<file path="src/rtl/rgb2raw.sv">
// -----------------------------------------------------------------------------
// rgb2raw
//   Re-mosaics a parallel RGB video stream into a Bayer raw stream (inverse of
//   raw2rgb). Each accepted input beat carries IN_PCNT RGB pixels; one colour
//   sample per pixel is kept according to PATTERN and the line/column parity.
//   Two consecutive beats are packed into one OUT_PCNT-pixel raw word.
//
//   Pipeline: stage 1 selects the colour samples and tags the beat with its
//   phase and column; stage 2 is a 2:1 gearbox that holds the first half and
//   emits {hi, lo} on the second half. Syncs travel through the same two
//   register stages, so every output is the input delayed exactly 2 cycles.
//
// Ports
//   i_pclk                      pixel clock, rising edge
//   i_rstn                      synchronous active-low reset
//   i_vsync, i_hsync, i_de      input syncs / data enable
//   i_valid                     input beat qualifier (ignored when i_de = 0)
//   i_r, i_g, i_b               IN_PCNT pixels, pixel k at [k*PW +: PW]
//   o_vsync, o_hsync, o_de      input syncs delayed 2 cycles
//   o_valid                     o_raw qualifier
//   o_raw                       OUT_PCNT raw pixels, pixel j at [j*PW +: PW]
//   o_x_cnt                     column of o_raw pixel 0
//   o_y_cnt                     line index aligned with o_de
//   o_line_err                  sticky: a line ended with an odd beat count
// -----------------------------------------------------------------------------
module rgb2raw #(
  parameter int          PW        = 8,
  parameter int          IN_PCNT   = 2,
  parameter int          OUT_PCNT  = 4,
  parameter int          MAX_HRES  = 3840,
  parameter int          MAX_VRES  = 2160,
  parameter logic [31:0] PATTERN   = "GBRG",
  localparam int         X_ACT_WID = $clog2(MAX_HRES),
  localparam int         Y_ACT_WID = $clog2(MAX_VRES)
) (
  input  logic                    i_pclk,
  input  logic                    i_rstn,
  input  logic                    i_vsync,
  input  logic                    i_hsync,
  input  logic                    i_de,
  input  logic                    i_valid,
  input  logic [PW*IN_PCNT-1:0]   i_r,
  input  logic [PW*IN_PCNT-1:0]   i_g,
  input  logic [PW*IN_PCNT-1:0]   i_b,
  output logic                    o_vsync,
  output logic                    o_hsync,
  output logic                    o_de,
  output logic                    o_valid,
  output logic [PW*OUT_PCNT-1:0]  o_raw,
  output logic [X_ACT_WID-1:0]    o_x_cnt,
  output logic [Y_ACT_WID-1:0]    o_y_cnt,
  output logic                    o_line_err
);

  // ---------------------------------------------------------------------------
  // Elaboration checks
  // ---------------------------------------------------------------------------
  localparam bit PATTERN_OK = (PATTERN == "RGGB") || (PATTERN == "GRBG") ||
                              (PATTERN == "GBRG") || (PATTERN == "BGGR");

  if ((IN_PCNT % 2) != 0) begin : g_bad_in_pcnt
    $error("rgb2raw: IN_PCNT must be even");
  end
  if (OUT_PCNT != 2 * IN_PCNT) begin : g_bad_out_pcnt
    $error("rgb2raw: OUT_PCNT must equal 2*IN_PCNT");
  end
  if (!PATTERN_OK) begin : g_bad_pattern
    $error("rgb2raw: PATTERN must be RGGB, GRBG, GBRG or BGGR");
  end

  // ---------------------------------------------------------------------------
  // Colour selection table derived from PATTERN
  //   chars 1-2: even row, even/odd column; chars 3-4: odd row.
  // ---------------------------------------------------------------------------
  typedef enum logic [1:0] {
    COL_R = 2'd0,
    COL_G = 2'd1,
    COL_B = 2'd2
  } colour_e;

  function automatic colour_e char_colour(input logic [7:0] c);
    case (c)
      "R":     return COL_R;
      "B":     return COL_B;
      default: return COL_G;
    endcase
  endfunction

  localparam colour_e SEL_E0 = char_colour(PATTERN[31:24]);
  localparam colour_e SEL_E1 = char_colour(PATTERN[23:16]);
  localparam colour_e SEL_O0 = char_colour(PATTERN[15:8]);
  localparam colour_e SEL_O1 = char_colour(PATTERN[7:0]);

  // ---------------------------------------------------------------------------
  // Input-side state
  // ---------------------------------------------------------------------------
  logic                   vs_d, hs_d, de_d;   // stage-1 syncs, also edge history
  logic                   phase;              // 0: next beat is the low half
  logic [X_ACT_WID-1:0]   col_cnt;            // column of the next beat
  logic [Y_ACT_WID-1:0]   y_cnt;

  logic                   vs_rise, de_rise, de_fall, accept;
  logic [X_ACT_WID-1:0]   beat_col;
  logic [PW*IN_PCNT-1:0]  raw_beat;

  assign vs_rise = i_vsync & ~vs_d;
  assign de_rise = i_de & ~de_d;
  assign de_fall = ~i_de & de_d;

  // A vsync rise restarts the frame; a beat landing in that same cycle is
  // dropped so the new frame always starts on a clean phase-0 boundary.
  assign accept   = i_de & i_valid & ~vs_rise;
  assign beat_col = de_rise ? '0 : col_cnt;

  // Per-pixel colour pick. Because IN_PCNT is even, pixel k's column parity
  // is simply k[0].
  // NOTE: every combinational output gets a default first so no path can
  // leave it unassigned, which would otherwise infer a latch.
  always_comb begin : p_mosaic
    colour_e sel;
    raw_beat = '0;
    sel      = COL_G;
    for (int k = 0; k < IN_PCNT; k++) begin
      if (y_cnt[0]) sel = ((k % 2) == 1) ? SEL_O1 : SEL_O0;
      else          sel = ((k % 2) == 1) ? SEL_E1 : SEL_E0;
      case (sel)
        COL_R:   raw_beat[k*PW +: PW] = i_r[k*PW +: PW];
        COL_G:   raw_beat[k*PW +: PW] = i_g[k*PW +: PW];
        default: raw_beat[k*PW +: PW] = i_b[k*PW +: PW];
      endcase
    end
  end

  // Frame tracking: phase, column, line and the sticky odd-beat flag.
  // NOTE: clocked state uses non-blocking assignments so every register
  // samples pre-edge values regardless of statement order.
  always_ff @(posedge i_pclk) begin
    if (!i_rstn) begin
      phase      <= 1'b0;
      col_cnt    <= '0;
      y_cnt      <= '0;
      o_line_err <= 1'b0;
    end else begin
      if (vs_rise || de_fall) phase <= 1'b0;
      else if (accept)        phase <= ~phase;

      if (accept)                  col_cnt <= beat_col + X_ACT_WID'(IN_PCNT);
      else if (de_rise || vs_rise) col_cnt <= '0;

      if (vs_rise)
        y_cnt <= '0;
      else if (de_fall && (y_cnt != Y_ACT_WID'(MAX_VRES - 1)))
        y_cnt <= y_cnt + Y_ACT_WID'(1);

      // A pending low half at end of line is simply abandoned; phase is
      // cleared above, so only the flag records it.
      if (vs_rise)              o_line_err <= 1'b0;
      else if (de_fall && phase) o_line_err <= 1'b1;
    end
  end

  // ---------------------------------------------------------------------------
  // Stage 1 registers
  // ---------------------------------------------------------------------------
  logic                   s1_valid, s1_phase, s1_flush;
  logic [PW*IN_PCNT-1:0]  s1_raw;
  logic [X_ACT_WID-1:0]   s1_col;
  logic [Y_ACT_WID-1:0]   s1_y;

  // NOTE: the data registers are reset along with control because the block
  // guarantees an all-zero output state straight out of reset.
  always_ff @(posedge i_pclk) begin
    if (!i_rstn) begin
      vs_d     <= 1'b0;
      hs_d     <= 1'b0;
      de_d     <= 1'b0;
      s1_valid <= 1'b0;
      s1_phase <= 1'b0;
      s1_flush <= 1'b0;
      s1_raw   <= '0;
      s1_col   <= '0;
      s1_y     <= '0;
    end else begin
      vs_d     <= i_vsync;
      hs_d     <= i_hsync;
      de_d     <= i_de;
      s1_valid <= accept;
      s1_flush <= vs_rise;
      s1_y     <= y_cnt;
      if (accept) begin
        s1_raw   <= raw_beat;
        s1_phase <= phase;
        s1_col   <= beat_col;
      end
    end
  end

  // ---------------------------------------------------------------------------
  // Stage 2: gearbox and output registers
  // ---------------------------------------------------------------------------
  logic [PW*IN_PCNT-1:0]  lo;
  logic [X_ACT_WID-1:0]   lo_col;

  always_ff @(posedge i_pclk) begin
    if (!i_rstn) begin
      o_vsync <= 1'b0;
      o_hsync <= 1'b0;
      o_de    <= 1'b0;
      o_valid <= 1'b0;
      o_raw   <= '0;
      o_x_cnt <= '0;
      o_y_cnt <= '0;
      lo      <= '0;
      lo_col  <= '0;
    end else begin
      o_vsync <= vs_d;
      o_hsync <= hs_d;
      o_de    <= de_d;
      o_y_cnt <= s1_y;
      o_valid <= s1_valid & s1_phase;

      // The flush marker trails the last pre-vsync beat by one cycle, so the
      // stale half captured just before it is wiped here.
      if (s1_flush) begin
        lo     <= '0;
        lo_col <= '0;
      end else if (s1_valid && !s1_phase) begin
        lo     <= s1_raw;
        lo_col <= s1_col;
      end

      if (s1_valid && s1_phase) begin
        o_raw   <= {s1_raw, lo};
        o_x_cnt <= lo_col;
      end
    end
  end

endmodule

</file>
<file path="config.mk">
export PLATFORM = sky130hd
export DESIGN_NAME = rgb2raw
export DESIGN_NICKNAME = d
export VERILOG_FILES = /design/src/rtl/rgb2raw.sv
export SDC_FILE = /design/constraint.sdc
export NUM_CORES = 1
export LEC_CHECK = 0
export BUFFER_PORTS_ARGS = -buffer_cell sky130_fd_sc_hd__buf_4
export CAP_MARGIN = 20
export CORE_MARGIN = 5
export CORE_UTILIZATION = 36
export CTS_BUF_LIST = sky130_fd_sc_hd__clkbuf_4 sky130_fd_sc_hd__clkbuf_8 sky130_fd_sc_hd__clkbuf_16
export DETAILED_ROUTE_END_ITERATION = 6
export GPL_TIMING_DRIVEN = 0
export PLACE_DENSITY = 0.63
export SYNTH_ARGS = -nofsm -noshare
export SYNTH_HDL_FRONTEND = slang
export SYNTH_SLANG_ARGS = --single-unit
</file>
<file path="constraint.sdc">
create_clock -name i_pclk -period 5.75 [get_ports i_pclk]
set_input_delay 0.575 -clock i_pclk [delete_from_list [all_inputs] [get_ports i_pclk]]
set_output_delay 0.575 -clock i_pclk [all_outputs]
set_load 0.01 [all_outputs]
</file>
==> results.json <==
{
  "cp_max_fo": 10,
  "cts_resized": 0,
  "maxSlewViolCount": 0,
  "finalNetCount": 845,
  "synthCells": 673,
  "cts.path.max_buffers": 2,
  "clk_latency_ps": 430,
  "core_area_um2": 15900,
  "synth_edf_count": 0,
  "finClkSkew_ps": 6.13,
  "grt_start_max_net_pins": 17,
  "synth-async-reset-ratio": 0,
  "netlist.area_leader.share": 0.550,
  "ff2ff_path_depth": 8,
  "yosys_warnings": 0,
  "power_density_nw_per_um2": 317,
  "yosysTopAreaCell": "dfxtp_1",
  "avgSynthCellArea_um2": 8.66,
  "crit_chain": "nand2b_1 -> clkbuf_1 -> and2_1 -> ha_1 -> and3_1 -> nand3_1 -> or4_1 -> nand3_1",
  "p_int_mw": 1.82,
  "cts_tree": "yes",
  "ys_seq_area_frac": 0.550,
  "synthTopCellsByArea": "dfxtp_1, nand2_1, a21oi_1",
  "cpMostUsedCell": "nand3_1",
  "clk_pin_slew_ps": 60,
  "dpl.hpwl_mm": 10.2,
  "period_needed_ps": 2220,
  "finalWirelength_mm": 14.0,
  "synth_area_um2": 5830,
  "viasPerCell": 4.77,
  "p_sw_frac": 0.224,
  "fin_cells": 1018,
  "worst_pin_slew_ps": 757,
  "ff2ff_setup_slack_ps": 3530,
  "numCtsBuffers": 17,
  "endpoint_kind": "flip-flop",
  "ys_top_cells_by_count": "nand2_1, dfxtp_1, a21oi_1",
  "dr.pass1.iters": 4,
  "ant_nets": 0,
  "drc": 0,
  "htreeDepth": 4,
  "timing.final.crit_share": 0.386,
  "r2r-start": "de_d",
  "clkPwrFrac": 0.478,
  "initial_utilization": 0.367,
  "pin_count": 115,
  "crit_family": "simple AND/OR/NAND/NOR gates",
  "cp_num_buf_inv": 1,
  "worstSetupPathType": "flip-flop to flip-flop",
  "yosysMostFrequentCell": "nand2_1",
  "relSlewSlack": 0.496,
  "via_count": 4854,
  "hold_path.class": "input pin to flip-flop",
  "drv_cap": 0,
  "crit_slowest_cell": "or4_1",
  "grt_pass1_vias": 4506,
  "rsz0062_at_grt": "false",
  "required_ps": 6110,
  "power_leakage_nw": 2.72,
  "timing.rr.end": "col_cnt[9]",
  "dp.cells": 986,
  "gp_congestion": 0.809,
  "drt_iter0_drc": 324,
  "crit_arrival_ps": 2580,
  "syn_nets": 729,
  "p_comb_frac": 0.042,
  "power_mw": 2.35,
  "ir_drop_mv": 0.217,
  "gr-total-overflow": 0,
  "drt-wirelength-per-cell_um": 13.8,
  "finalHoldViolCount": 0,
  "port_buffers": 97,
  "cts_hold_buf": 0,
  "cpPeakStageDelay_ps": 490,
  "grt_pass1_wl_mm": 22.9,
  "ys.flop_type": "dfxtp_1",
  "grt_usage": 0.156,
  "min_path_cells": 2,
  "die_height_um": 137,
  "power.switching_mw": 0.526,
  "hold_end": "hs_d",
  "drive_above_1_share": 0.178,
  "antenna_found_initial": 0,
  "hold_start": "i_hsync",
  "ys_types": 46,
  "critPathLaunchType": "flip-flop",
  "cts_sinks": 160,
  "cts_setup_buffers": 0,
  "ys_ff_latch": 160,
  "setup_tns_ps": 0,
  "num_rows": 46,
  "seq_power_share": 0.480,
  "die-area_um2": 18800,
  "status": "finished clean",
  "antenna_cells": 0,
  "area_delta_synth_final_pct": 27.2,
  "setup_viol": 0,
  "fmax_mhz": 451,
  "dieWidth_um": 137,
  "cts_root_buffer": "clkbuf_16"
}
## power groups by stage
stage / clock network [mW] / logic (mW) / registers (mW)
after floorplan: 0 / 0.0561 / 1.15
after global placement: 0 / 0.0988 / 1.15
after detailed placement: 0 / 0.0994 / 1.15
after CTS: 1.14 / 0.0996 / 1.13
after global routing: 1.19 / 0.109 / 1.13
final: 1.12 / 0.0987 / 1.13
## cell usage in the layout, fill, tap and decap left out, drive strengths merged, types with 2 or more instances in the layout
cell       n
a2bb2oi    2
nor2      35
inv       11
mux2i     17
a31o       2
nand2b     5
buf      111
a22o       2
and3       5
xnor2      8
o21ai      5
or4        4
bufinv     2
o211ai     3
and4       3
dfxtp    160
o22ai      2
ha         2
clkinv     4
nand4      2
and2      34
nor3       5
a211oi    19
nor2b      3
a21oi     91
nand3     21
nand2    174
clkbuf    51
nor4       5
## worst max-delay path by stage
stage / startpoint / to / slack [ps] / cells past startpoint
global route: de_d / col_cnt[9] / 3410 / 8
global placement: i_de / col_cnt[9] / 3170 / 9
finish: de_d / col_cnt[9] / 3530 / 8
detailed placement: i_de / col_cnt[9] / 3180 / 9
CTS: de_d / col_cnt[9] / 3550 / 8
floorplan: i_de / col_cnt[9] / 3610 / 8
## layout make-up
cell class | instances | area [um2]
clock inverters | 11 | 131
inverters | 7 | 26.3
multi-input cells | 462 | 2430
fillers | 1614 | 8470
clock buffers | 21 | 455
well taps | 216 | 270
flip-flops and latches | 160 | 3200
plain buffers | 44 | 173
repair buffers | 97 | 728
## kinds of logic (layout without fill, tap and decap cells)
group | after synthesis | in the layout | synth area share
compound gates | 135 | 135 | 0.138
fa+ha+maj | 2 | 2 | 0.00429
buf+inv | 51 | 180 | 0.0341
xor+xnor | 9 | 9 | 0.0135
mux | 17 | 17 | 0.0292
flops | 160 | 160 | 0.550
simple gates | 299 | 299 | 0.231
## state kept, by name, indices dropped and copies added, names as in the netlist
register    flops
o_raw          32
lo             16
s1_raw         16
col_cnt        12
lo_col         12
o_x_cnt        12
o_y_cnt        12
s1_col         12
s1_y           12
y_cnt          12
de_d            1
hs_d            1
o_de            1
o_hsync         1
o_line_err      1
o_valid         1
o_vsync         1
phase           1
s1_flush        1
s1_phase        1
s1_valid        1
vs_d            1
## layer usage
layer  vias to the layer above  GRT usage  part of all wire
met1                      2234      0.206              0.47
met4                         0     0.0632             0.014
met3                        15     0.0369             0.045
met5                         -          0                 0
met2                       103      0.246              0.47
li1                       2502          -                 -
## worst register-to-register path: cells and delay by family, from the launching register on
kind          cells  cell delay [ps]
fa+ha+maj         1              200
buf+inv           1              310
simple gates      6             1350
flops             1              310
## metrics by stage
stage	setup WS [ps]	hold slack [ps]	instance area, um2	util
2_1_floorplan	3610	397	5830	-
3_3_place_gp	3170	415	6830	0.430
3_5_place_dp	3180	418	6830	0.430
4_1_cts	3550	343	7410	0.467
5_1_grt	3410	350	7410	0.467
6_report	3530	355	7410	0.467
(Power assumes the default switching activity.)
